**config.mk**
```make
export PLATFORM = sky130hd
export DESIGN_NAME = fb_stream_writer_flat
export DESIGN_NICKNAME = d
export VERILOG_FILES = /design/src/rtl/fb_stream_writer_if.sv /design/src/rtl/fb_stream_writer.sv /design/src/flat_wrapper.sv
export SDC_FILE = /design/constraint.sdc
export NUM_CORES = 1
export LEC_CHECK = 0
export CORE_ASPECT_RATIO = 1.4
export CORE_MARGIN = 5
export CORE_UTILIZATION = 40
export DETAILED_ROUTE_END_ITERATION = 8
export PLACE_DENSITY = 0.61
export SLEW_MARGIN = 20
export SYNTH_ARGS = -nofsm -noshare
export SYNTH_HDL_FRONTEND = slang
export SYNTH_SLANG_ARGS = --single-unit
```
**constraint.sdc**
```tcl
create_clock -name clk -period 3.1 [get_ports clk]
set_input_delay 0.62 -clock clk [delete_from_list [all_inputs] [get_ports clk]]
set_output_delay 0.62 -clock clk [all_outputs]
set_load 0.01 [all_outputs]
```
**src/rtl/fb_stream_writer_if.sv**
```systemverilog
`default_nettype none
// ============================================================================
// fb_stream_writer_if : valid/ready RGB888 pixel stream with start-of-frame
// Revision: 1.0
// ============================================================================
interface fb_stream_writer_if;
    logic        s_valid;
    logic        s_ready;
    logic        s_sof;
    logic [23:0] s_data;

    modport master (
        output s_valid,
        output s_sof,
        output s_data,
        input  s_ready
    );

    modport slave (
        input  s_valid,
        input  s_sof,
        input  s_data,
        output s_ready
    );
endinterface
`default_nettype wire

```
**src/rtl/fb_stream_writer.sv**
```systemverilog
`default_nettype none
// ============================================================================
// fb_stream_writer : fills R/G/B framebuffer RAMs from a pixel stream, linear
// addressing, resync on mid-frame SOF. Optional macro: FB_DOUBLE_BUF_EN.
// Revision: 1.0
// ============================================================================
module fb_stream_writer #(
    parameter int H_ACTIVE = 640,
    parameter int V_ACTIVE = 480,
    parameter int ADDR_W   = 19
) (
    input  wire logic         clk,
    input  wire logic         rst,
    fb_stream_writer_if.slave s_if,
    output logic              wr_en_o,
`ifdef FB_DOUBLE_BUF_EN
    output logic [ADDR_W:0]   wr_addr_o,
`else
    output logic [ADDR_W-1:0] wr_addr_o,
`endif
    output logic [7:0]        wr_r_o,
    output logic [7:0]        wr_g_o,
    output logic [7:0]        wr_b_o,
    output logic              frame_done_o,
    output logic              sof_err_o,
    output logic              rd_bank_o
);

    localparam int c_X_W = (H_ACTIVE > 1) ? $clog2(H_ACTIVE) : 1;
    localparam int c_Y_W = (V_ACTIVE > 1) ? $clog2(V_ACTIVE) : 1;
    localparam logic [c_X_W-1:0] c_X_LAST = c_X_W'(H_ACTIVE - 1);
    localparam logic [c_Y_W-1:0] c_Y_LAST = c_Y_W'(V_ACTIVE - 1);
    localparam bit c_ONE_PIX = (H_ACTIVE * V_ACTIVE == 1);
    // Position following pixel (0,0); differs only for one-pixel-wide lines.
    localparam logic [c_X_W-1:0] c_X_AFTER0 = (H_ACTIVE > 1) ? c_X_W'(1) : '0;
    localparam logic [c_Y_W-1:0] c_Y_AFTER0 = (H_ACTIVE > 1) ? '0 : c_Y_W'(1);

    typedef enum logic [1:0] {
        ST_IDLE  = 2'd0,
        ST_WRITE = 2'd1,
        ST_DONE  = 2'd2
    } state_t;

    state_t              state_q, state_d;
    logic [c_X_W-1:0]    x_q, x_d;
    logic [c_Y_W-1:0]    y_q, y_d;
    logic [ADDR_W-1:0]   addr_q, addr_d;
    logic                ready_q, ready_d;
    logic                wr_en_q, wr_en_d;
    logic [ADDR_W-1:0]   wa_q, wa_d;
    logic [23:0]         pix_q, pix_d;
    logic                done_q, done_d;
    logic                err_q, err_d;
    logic                w_acc;

    assign w_acc = s_if.s_valid & ready_q;

    always_comb begin
        state_d = state_q;
        x_d     = x_q;
        y_d     = y_q;
        addr_d  = addr_q;
        wr_en_d = 1'b0;
        wa_d    = wa_q;
        pix_d   = pix_q;
        done_d  = 1'b0;
        err_d   = 1'b0;
        case (state_q)
            ST_IDLE: begin
                if (w_acc && s_if.s_sof) begin
                    wr_en_d = 1'b1;
                    wa_d    = '0;
                    pix_d   = s_if.s_data;
                    if (c_ONE_PIX) begin
                        done_d  = 1'b1;
                        state_d = ST_DONE;
                    end else begin
                        x_d     = c_X_AFTER0;
                        y_d     = c_Y_AFTER0;
                        addr_d  = ADDR_W'(1);
                        state_d = ST_WRITE;
                    end
                end
            end
            ST_WRITE: begin
                if (w_acc) begin
                    wr_en_d = 1'b1;
                    pix_d   = s_if.s_data;
                    if (s_if.s_sof && (x_q != '0 || y_q != '0)) begin
                        err_d  = 1'b1;
                        wa_d   = '0;
                        x_d    = c_X_AFTER0;
                        y_d    = c_Y_AFTER0;
                        addr_d = ADDR_W'(1);
                    end else begin
                        wa_d = addr_q;
                        if (x_q == c_X_LAST && y_q == c_Y_LAST) begin
                            done_d  = 1'b1;
                            x_d     = '0;
                            y_d     = '0;
                            addr_d  = '0;
                            state_d = ST_DONE;
                        end else begin
                            addr_d = addr_q + ADDR_W'(1);
                            if (x_q == c_X_LAST) begin
                                x_d = '0;
                                y_d = y_q + c_Y_W'(1);
                            end else begin
                                x_d = x_q + c_X_W'(1);
                            end
                        end
                    end
                end
            end
            ST_DONE: state_d = ST_IDLE;
            default: state_d = ST_IDLE;
        endcase
        // Ready is registered, so it must look ahead at the next state.
        ready_d = (state_d != ST_DONE);
    end

    always_ff @(posedge clk) begin
        if (rst) begin
            state_q <= ST_IDLE;
            x_q     <= '0;
            y_q     <= '0;
            addr_q  <= '0;
            ready_q <= 1'b0;
            wr_en_q <= 1'b0;
            wa_q    <= '0;
            pix_q   <= '0;
            done_q  <= 1'b0;
            err_q   <= 1'b0;
        end else begin
            state_q <= state_d;
            x_q     <= x_d;
            y_q     <= y_d;
            addr_q  <= addr_d;
            ready_q <= ready_d;
            wr_en_q <= wr_en_d;
            wa_q    <= wa_d;
            pix_q   <= pix_d;
            done_q  <= done_d;
            err_q   <= err_d;
        end
    end

`ifdef FB_DOUBLE_BUF_EN
    logic bank_q, bank_d;
    logic wbank_q, wbank_d;

    // Swap only when leaving DONE; aborted frames never reach it.
    always_comb begin
        bank_d  = bank_q ^ (state_q == ST_DONE);
        wbank_d = wr_en_d ? ~bank_q : wbank_q;
    end

    always_ff @(posedge clk) begin
        if (rst) begin
            bank_q  <= 1'b0;
            wbank_q <= 1'b0;
        end else begin
            bank_q  <= bank_d;
            wbank_q <= wbank_d;
        end
    end

    assign wr_addr_o = {wbank_q, wa_q};
    assign rd_bank_o = bank_q;
`else
    assign wr_addr_o = wa_q;
    assign rd_bank_o = 1'b0;
`endif

    assign s_if.s_ready = ready_q;
    assign wr_en_o      = wr_en_q;
    assign wr_r_o       = pix_q[23:16];
    assign wr_g_o       = pix_q[15:8];
    assign wr_b_o       = pix_q[7:0];
    assign frame_done_o = done_q;
    assign sof_err_o    = err_q;

endmodule
`default_nettype wire

```
**src/flat_wrapper.sv**
```systemverilog
// flat-port wrapper written by rule: the top's interface ports become plain ports
module fb_stream_writer_flat 
#(
    parameter int H_ACTIVE = 640,
    parameter int V_ACTIVE = 480,
    parameter int ADDR_W   = 19
)
  (clk, rst, wr_en_o, wr_addr_o, wr_r_o, wr_g_o, wr_b_o, frame_done_o, sof_err_o, rd_bank_o, s_if_s_valid, s_if_s_sof, s_if_s_data, s_if_s_ready);
  fb_stream_writer_if s_if_i ();
  input  wire logic clk;
  input  wire logic rst;
  output logic wr_en_o;
  output logic [ADDR_W-1:0] wr_addr_o;
  output logic [7:0] wr_r_o;
  output logic [7:0] wr_g_o;
  output logic [7:0] wr_b_o;
  output logic frame_done_o;
  output logic sof_err_o;
  output logic rd_bank_o;
  input wire logic [$bits(s_if_i.s_valid)-1:0] s_if_s_valid;
  input wire logic [$bits(s_if_i.s_sof)-1:0] s_if_s_sof;
  input wire logic [$bits(s_if_i.s_data)-1:0] s_if_s_data;
  output wire logic [$bits(s_if_i.s_ready)-1:0] s_if_s_ready;
  assign s_if_i.s_valid = s_if_s_valid;
  assign s_if_i.s_sof = s_if_s_sof;
  assign s_if_i.s_data = s_if_s_data;
  assign s_if_s_ready = s_if_i.s_ready;
  fb_stream_writer #(.H_ACTIVE(H_ACTIVE), .V_ACTIVE(V_ACTIVE), .ADDR_W(ADDR_W)) u_core (.clk(clk), .rst(rst), .s_if(s_if_i), .wr_en_o(wr_en_o), .wr_addr_o(wr_addr_o), .wr_r_o(wr_r_o), .wr_g_o(wr_g_o), .wr_b_o(wr_b_o), .frame_done_o(frame_done_o), .sof_err_o(sof_err_o), .rd_bank_o(rd_bank_o));
endmodule
```
==> results_dict.tcl, run 1 <==
set metrics [dict create \
    synth_area_per_cell_um2 8.78 \
    power_uw 2300 \
    ant_nets 0 \
    fin_util 0.516 \
    cp_max_fo 54 \
    cts.sinks 87 \
    p_int_uw 1760 \
    antenna_found_initial 0 \
    rows 43 \
    holdBufCountCts 0 \
    fp.dieArea_mm2 0.0120 \
    dpl.hpwl_um 6510 \
    wl_um 9660 \
    status "complete, no violations" \
    syn_nets 482 \
    fin_crit_ns 2.46 \
    required_ns 3.35 \
    cts_setup_buffers 0 \
    power_density_mw_per_mm2 456 \
    tns_ns 0 \
    p_switching_uw 547 \
    slew_viol_final 0 \
    start_util 0.403 \
    htreeDepth 3 \
    nNetsFinal 544 \
    drv_cap 0 \
    cts_buffer_depth 2 \
    antenna_cells 0 \
    rsz0062_at_grt "false" \
    stdcell_area_mm2 0.00505 \
    hold_class "flop to flop" \
    grt_pass1_wl_um 16100 \
    p_leak_uw 0.00169 \
    grt_overflow 0 \
    die_x_um 93.9 \
    finClkSkew_ns 0.00809 \
    clk_pin_slew_ns 0.06 \
    grt_start_max_net_pins 89 \
    synthCells 449 \
    cp-start-kind "input pin" \
    post-route-period-util 0.794 \
    drc 0 \
    yosysUniqueCellTypes 57 \
    slew_headroom 0.575 \
    cts.repair.resized 0 \
    firstDrtPassIters 4 \
    fillCellCount 952 \
    clock_latency_ns 0.33 \
    grt.total_usage 0.165 \
    syn2layout_area_growth_pct 28.2 \
    fmax_mhz 406 \
    synth_seq_cells 87 \
    ys_top_cells_by_count "dfxtp_1 (87), nand2_1 (71), nor2_1 (29)" \
    clockPowerShare 0.431 \
    critPathKind "input pin to flop" \
    setup_viol 0 \
    combinationalPowerShare 0.073 \
    via_per_inst 5.31 \
    wl_per_cell_um 14.8 \
    drive_gt1_frac 0.101 \
    yosysTopAreaCellShare 0.442 \
    synth.most_common_cell "dfxtp_1" \
    drt_iter0_markers 157 \
    critPathCaptureType "flop" \
    cts_made_buffers 9 \
    ys.flop_type "dfxtp_1" \
    hold_ws_ns 0.455 \
    cts-root-buf "clkbuf_16" \
    worst_pin_slew_ns 0.635 \
    multi_input_area_mm2 0.00200 \
    portBuffers 74 \
    io_pins 76 \
    final_hold_viol_count 0 \
    yosysSeqAreaShare 0.442 \
    ys_async_sr_fraction 0 \
    seq_power_share 0.496 \
    peakVddDrop_v 0.000348 \
    worstPathArrival_ns 2.71 \
    syn_area_mm2 0.00394 \
    cts_tree "done" \
    p_sw_frac 0.238 \
    core_mm2 0.00979 \
    die_h_um 127 \
    synth_area_leader_cell "dfxtp_1" \
    globalplace.congestion 0.790 \
    dpl_cell_area_mm2 0.00478 \
    synth-edff-count 0 \
    regArea_mm2 0.00174 \
    synth_area_leaders "dfxtp_1 (44%), nand2_1 (6.8%), a32oi_1 (4.2%)" \
    via_count 3457 \
    grt_pass1_vias 3344 \
    ys_warn_count 0 \
]
[area by class of cell]
type / count / area share
clock buffer: 10 / 0.0453
clock inverter: 6 / 0.00867
inverter: 8 / 0.00594
multi-input combinational: 319 / 0.396
sequential: 87 / 0.345
tap: 135 / 0.0334
timing repair buffer: 86 / 0.166
[cells by family after synthesis]
logic type | share of synthesized area
other | 0.000951
AND/OR/NAND/NOR | 0.270
multiplexers | 0.0108
XOR/XNOR | 0.0489
adder cells (fa/ha/maj) | 0.0159
buffers and inverters | 0.0511
AO/OA/AOI/OAI | 0.161
flip-flops | 0.442
[cell usage in the layout (no fill, tap or decap), types with 4 or more instances in the layout]
cell | netlist | final
nor3_1 | 28 | 28
clkdlybuf4s50_1 | 0 | 73
a311oi_1 | 4 | 4
o21ai_0 | 6 | 5
nand2b_1 | 4 | 4
xor2_1 | 13 | 13
clkbuf_16 | 0 | 9
ha_1 | 5 | 5
a31oi_1 | 6 | 6
buf_4 | 2 | 11
nand2_1 | 71 | 71
nand4_1 | 11 | 11
a21oi_1 | 28 | 28
a311oi_2 | 4 | 4
nor2_1 | 29 | 28
nand3_1 | 16 | 16
or2_2 | 3 | 4
and3_1 | 6 | 6
dfxtp_1 | 87 | 87
inv_1 | 8 | 8
nor4_1 | 6 | 6
a32oi_1 | 19 | 19
and4_1 | 6 | 6
nor2b_1 | 5 | 5
xnor2_1 | 9 | 9
[through the flow]
step | cells | setup slack (ns)
global route | 651 | 0.486
global placement | 635 | 0.320
detailed placement | 635 | 0.262
finish | 651 | 0.640
floorplan | 449 | 1.11
CTS | 651 | 0.600
[power by group through the flow]
stage | logic (µW) | registers (µW) | clock network [µW]
3_5_place_dp | 170 | 1170 | 0
4_1_cts | 171 | 1140 | 1020
3_3_place_gp | 168 | 1170 | 0
6_report | 168 | 1140 | 994
5_1_grt | 184 | 1140 | 1080
2_1_floorplan | 83.1 | 1170 | 0
[registers in the layout, summed over array words and instances (netlist names)]
register and flops:
u_core.sof_err_o 1, u_core.addr_q 19, u_core.s_if.s_ready 1, u_core.pix_q 24, u_core.x_q 10, u_core.wr_en_o 1, u_core.state_q 2, u_core.y_q 9
u_core.frame_done_o 1, u_core.wr_addr_o 19
[per-layer routing]
layer,part of all wire,global-route usage,vias to the layer above
met4,0.016,0.0561,0
met3,0.042,0.0442,10
met1,0.43,0.201,1666
met2,0.51,0.280,53
met5,0,0,-
li1,-,-,1728
[worst paths after layout]
check                                      from                end  slack, ns  cells after the start
worst max-delay path                 s_if_s_sof  u_core.addr_q[12]       0.64                      7
worst min register to register  u_core.pix_q[0]    u_core.pix_q[0]       0.46                      2
worst max register to register    u_core.y_q[5]      u_core.y_q[7]       0.86                      6
worst min-delay path            u_core.pix_q[0]    u_core.pix_q[0]       0.46                      2
[worst max-delay path, cell delays in order]
cell	delay, ns
clkdlybuf4s50_1	0.47
o211ai_2	0.32
or2_2	0.27
buf_4	0.52
a21oi_4	0.04
buf_4	0.23
a311oi_1	0.23
No activity file was read; power rests on OpenSTA's default activity.
==> run 2, diff against run 1 <==
==> constraint.sdc (replaced) <==
create_clock -name clk -period 2.4 [get_ports clk]
set_input_delay 0.48 -clock clk [delete_from_list [all_inputs] [get_ports clk]]
set_output_delay 0.48 -clock clk [all_outputs]
set_load 0.01 [all_outputs]
==> run 2 against run 1 <==
Compared with the run above: global-route usage increased by 1.6 points; clock skew decreased by 0.0017 ns; register-to-register slack got worse by 0.68 ns; clock-buffer cell count unchanged; sequential share of layout area decreased by 1.6 points; final cell count increased by 4.0%; critical endpoint unchanged.
==> results_dict.tcl, run 2 (synthesis gave the netlist of run 1 again) <==
set metrics [dict create \
    htreeDepth 3 \
    p_leak_uw 0.00184 \
    max_stage_delay_ns 0.60 \
    cp_slowest_cell "o31ai_4" \
    power_density_mw_per_mm2 593 \
    fin_util 0.542 \
    final_common_cell "dfxtp_1" \
    cp_top_family "compound AO/OA/AOI/OAI gates" \
    portBuffers 74 \
    fp.dieArea_mm2 0.0120 \
    nNetsFinal 570 \
    io_pins 76 \
    finClkSkew_ns 0.00643 \
    cp_max_fo 9 \
    final_cell_mix "dfxtp_1 (87), clkdlybuf4s50_1 (73), nand2_1 (71), buf_4 (35)" \
    largest_reg_flops 24 \
    hold_class "flop to flop" \
    fmax_mhz 450 \
    via_per_inst 5.26 \
    wl_per_cell_um 15.5 \
    final_hold_viol_count 0 \
    post-route-period-util 0.926 \
    cts.repair.resized 0 \
    globalplace.congestion 0.829 \
    drt_iter0_markers 165 \
    peakVddDrop_v 0.000396 \
    worstPathArrival_ns 2.47 \
    cts_setup_buffers 0 \
    clk_pin_slew_ns 0.06 \
    ant_nets 0 \
    grt.total_usage 0.181 \
    clock_latency_ns 0.34 \
    grt_pass1_wl_um 17400 \
    wl_um 10500 \
    fin_crit_ns 2.22 \
    setup_viol 0 \
    critPathKind "flop to flop" \
    slew_headroom 0.585 \
    required_ns 2.65 \
    die_x_um 93.9 \
    status "complete, no violations" \
    drv_cap 0 \
    via_count 3564 \
    die_h_um 127 \
    rsz0062_at_grt "false" \
    holdBufCountCts 0 \
    dp_slack_ns -0.125 \
    core_mm2 0.00979 \
    crit_buf_inv 1 \
    worst_pin_slew_ns 0.623 \
    top_register "u_core.pix_q" \
    start_util 0.403 \
    grt_overflow 0 \
    syn2layout_area_growth_pct 34.6 \
    cts_buffer_depth 2 \
    slew_viol_final 0 \
    drive_gt1_frac 0.144 \
    cts_made_buffers 9 \
    drc 0 \
    grt_start_max_net_pins 33 \
    cts_tree "done" \
    crit_chain "nor4_1 > nand2_1 > o31ai_4 > buf_4 > nand4_1 > a311oi_1" \
    cts.sinks 87 \
    grt_pass1_vias 3590 \
    dpl.hpwl_um 7580 \
    antenna_cells 0 \
    cp-start-kind "flop" \
    firstDrtPassIters 4 \
    critPathCaptureType "flop" \
    cts-root-buf "clkbuf_16" \
    antenna_found_initial 0 \
    rows 43 \
    fin_ws_ns 0.178 \
]
[run 2: layer usage]
| layer | vias up | wire (µm) | GRT usage |
|---|---|---|---|
| li1 | 1790 | - | - |
| met1 | 1693 | 4400 | 0.215 |
| met2 | 66 | 5420 | 0.309 |
| met3 | 15 | 447 | 0.0365 |
| met4 | 0 | 224 | 0.0833 |
| met5 | - | 0 | 0 |
[run 2: worst reg2reg max path, cell delays in order (launching register included)]
cell and delay, ns:
dfxtp_1 0.36, nor4_1 0.36, nand2_1 0.19, o31ai_4 0.60, buf_4 0.27, nand4_1 0.10
a311oi_1 0.25
[run 2: through the flow]
step / setup TNS, ns / total power [µW] / area, µm² / instances / hold slack, ns
global placement: -0.0986 / 1750 / 5000 / 661 / 0.441
detailed placement: -0.405 / 1760 / 5000 / 661 / 0.446
global route: 0 / 3260 / 5310 / 677 / 0.476
CTS: 0 / 3190 / 5310 / 677 / 0.455
floorplan: 0 / 1620 / 3940 / 449 / 0.462
finish: 0 / 3150 / 5310 / 677 / 0.453
[run 2: power by group]
group,internal (µW),switching (µW)
clock network,825,598
registers,1460,13.4
logic,121,126
total,2410,737
[run 2: final timing paths]
check | to | depth (start not counted) | startpoint | slack (ns)
setup / recovery | u_core.addr_q[12] | 6 | u_core.y_q[4] | 0.18
hold / removal | u_core.pix_q[8] | 2 | u_core.pix_q[8] | 0.45
setup reg to reg | u_core.addr_q[12] | 6 | u_core.y_q[4] | 0.18
hold reg to reg | u_core.pix_q[8] | 2 | u_core.pix_q[8] | 0.45
[run 2: layout make-up]
class	count	area, µm²
clock buffer	10	229
clock inverter	6	77.6
fill	941	4480
sequential	87	1740
timing repair buffer	112	1060
multi-input combinational	319	2000
tap	135	169
inverter	8	30.0
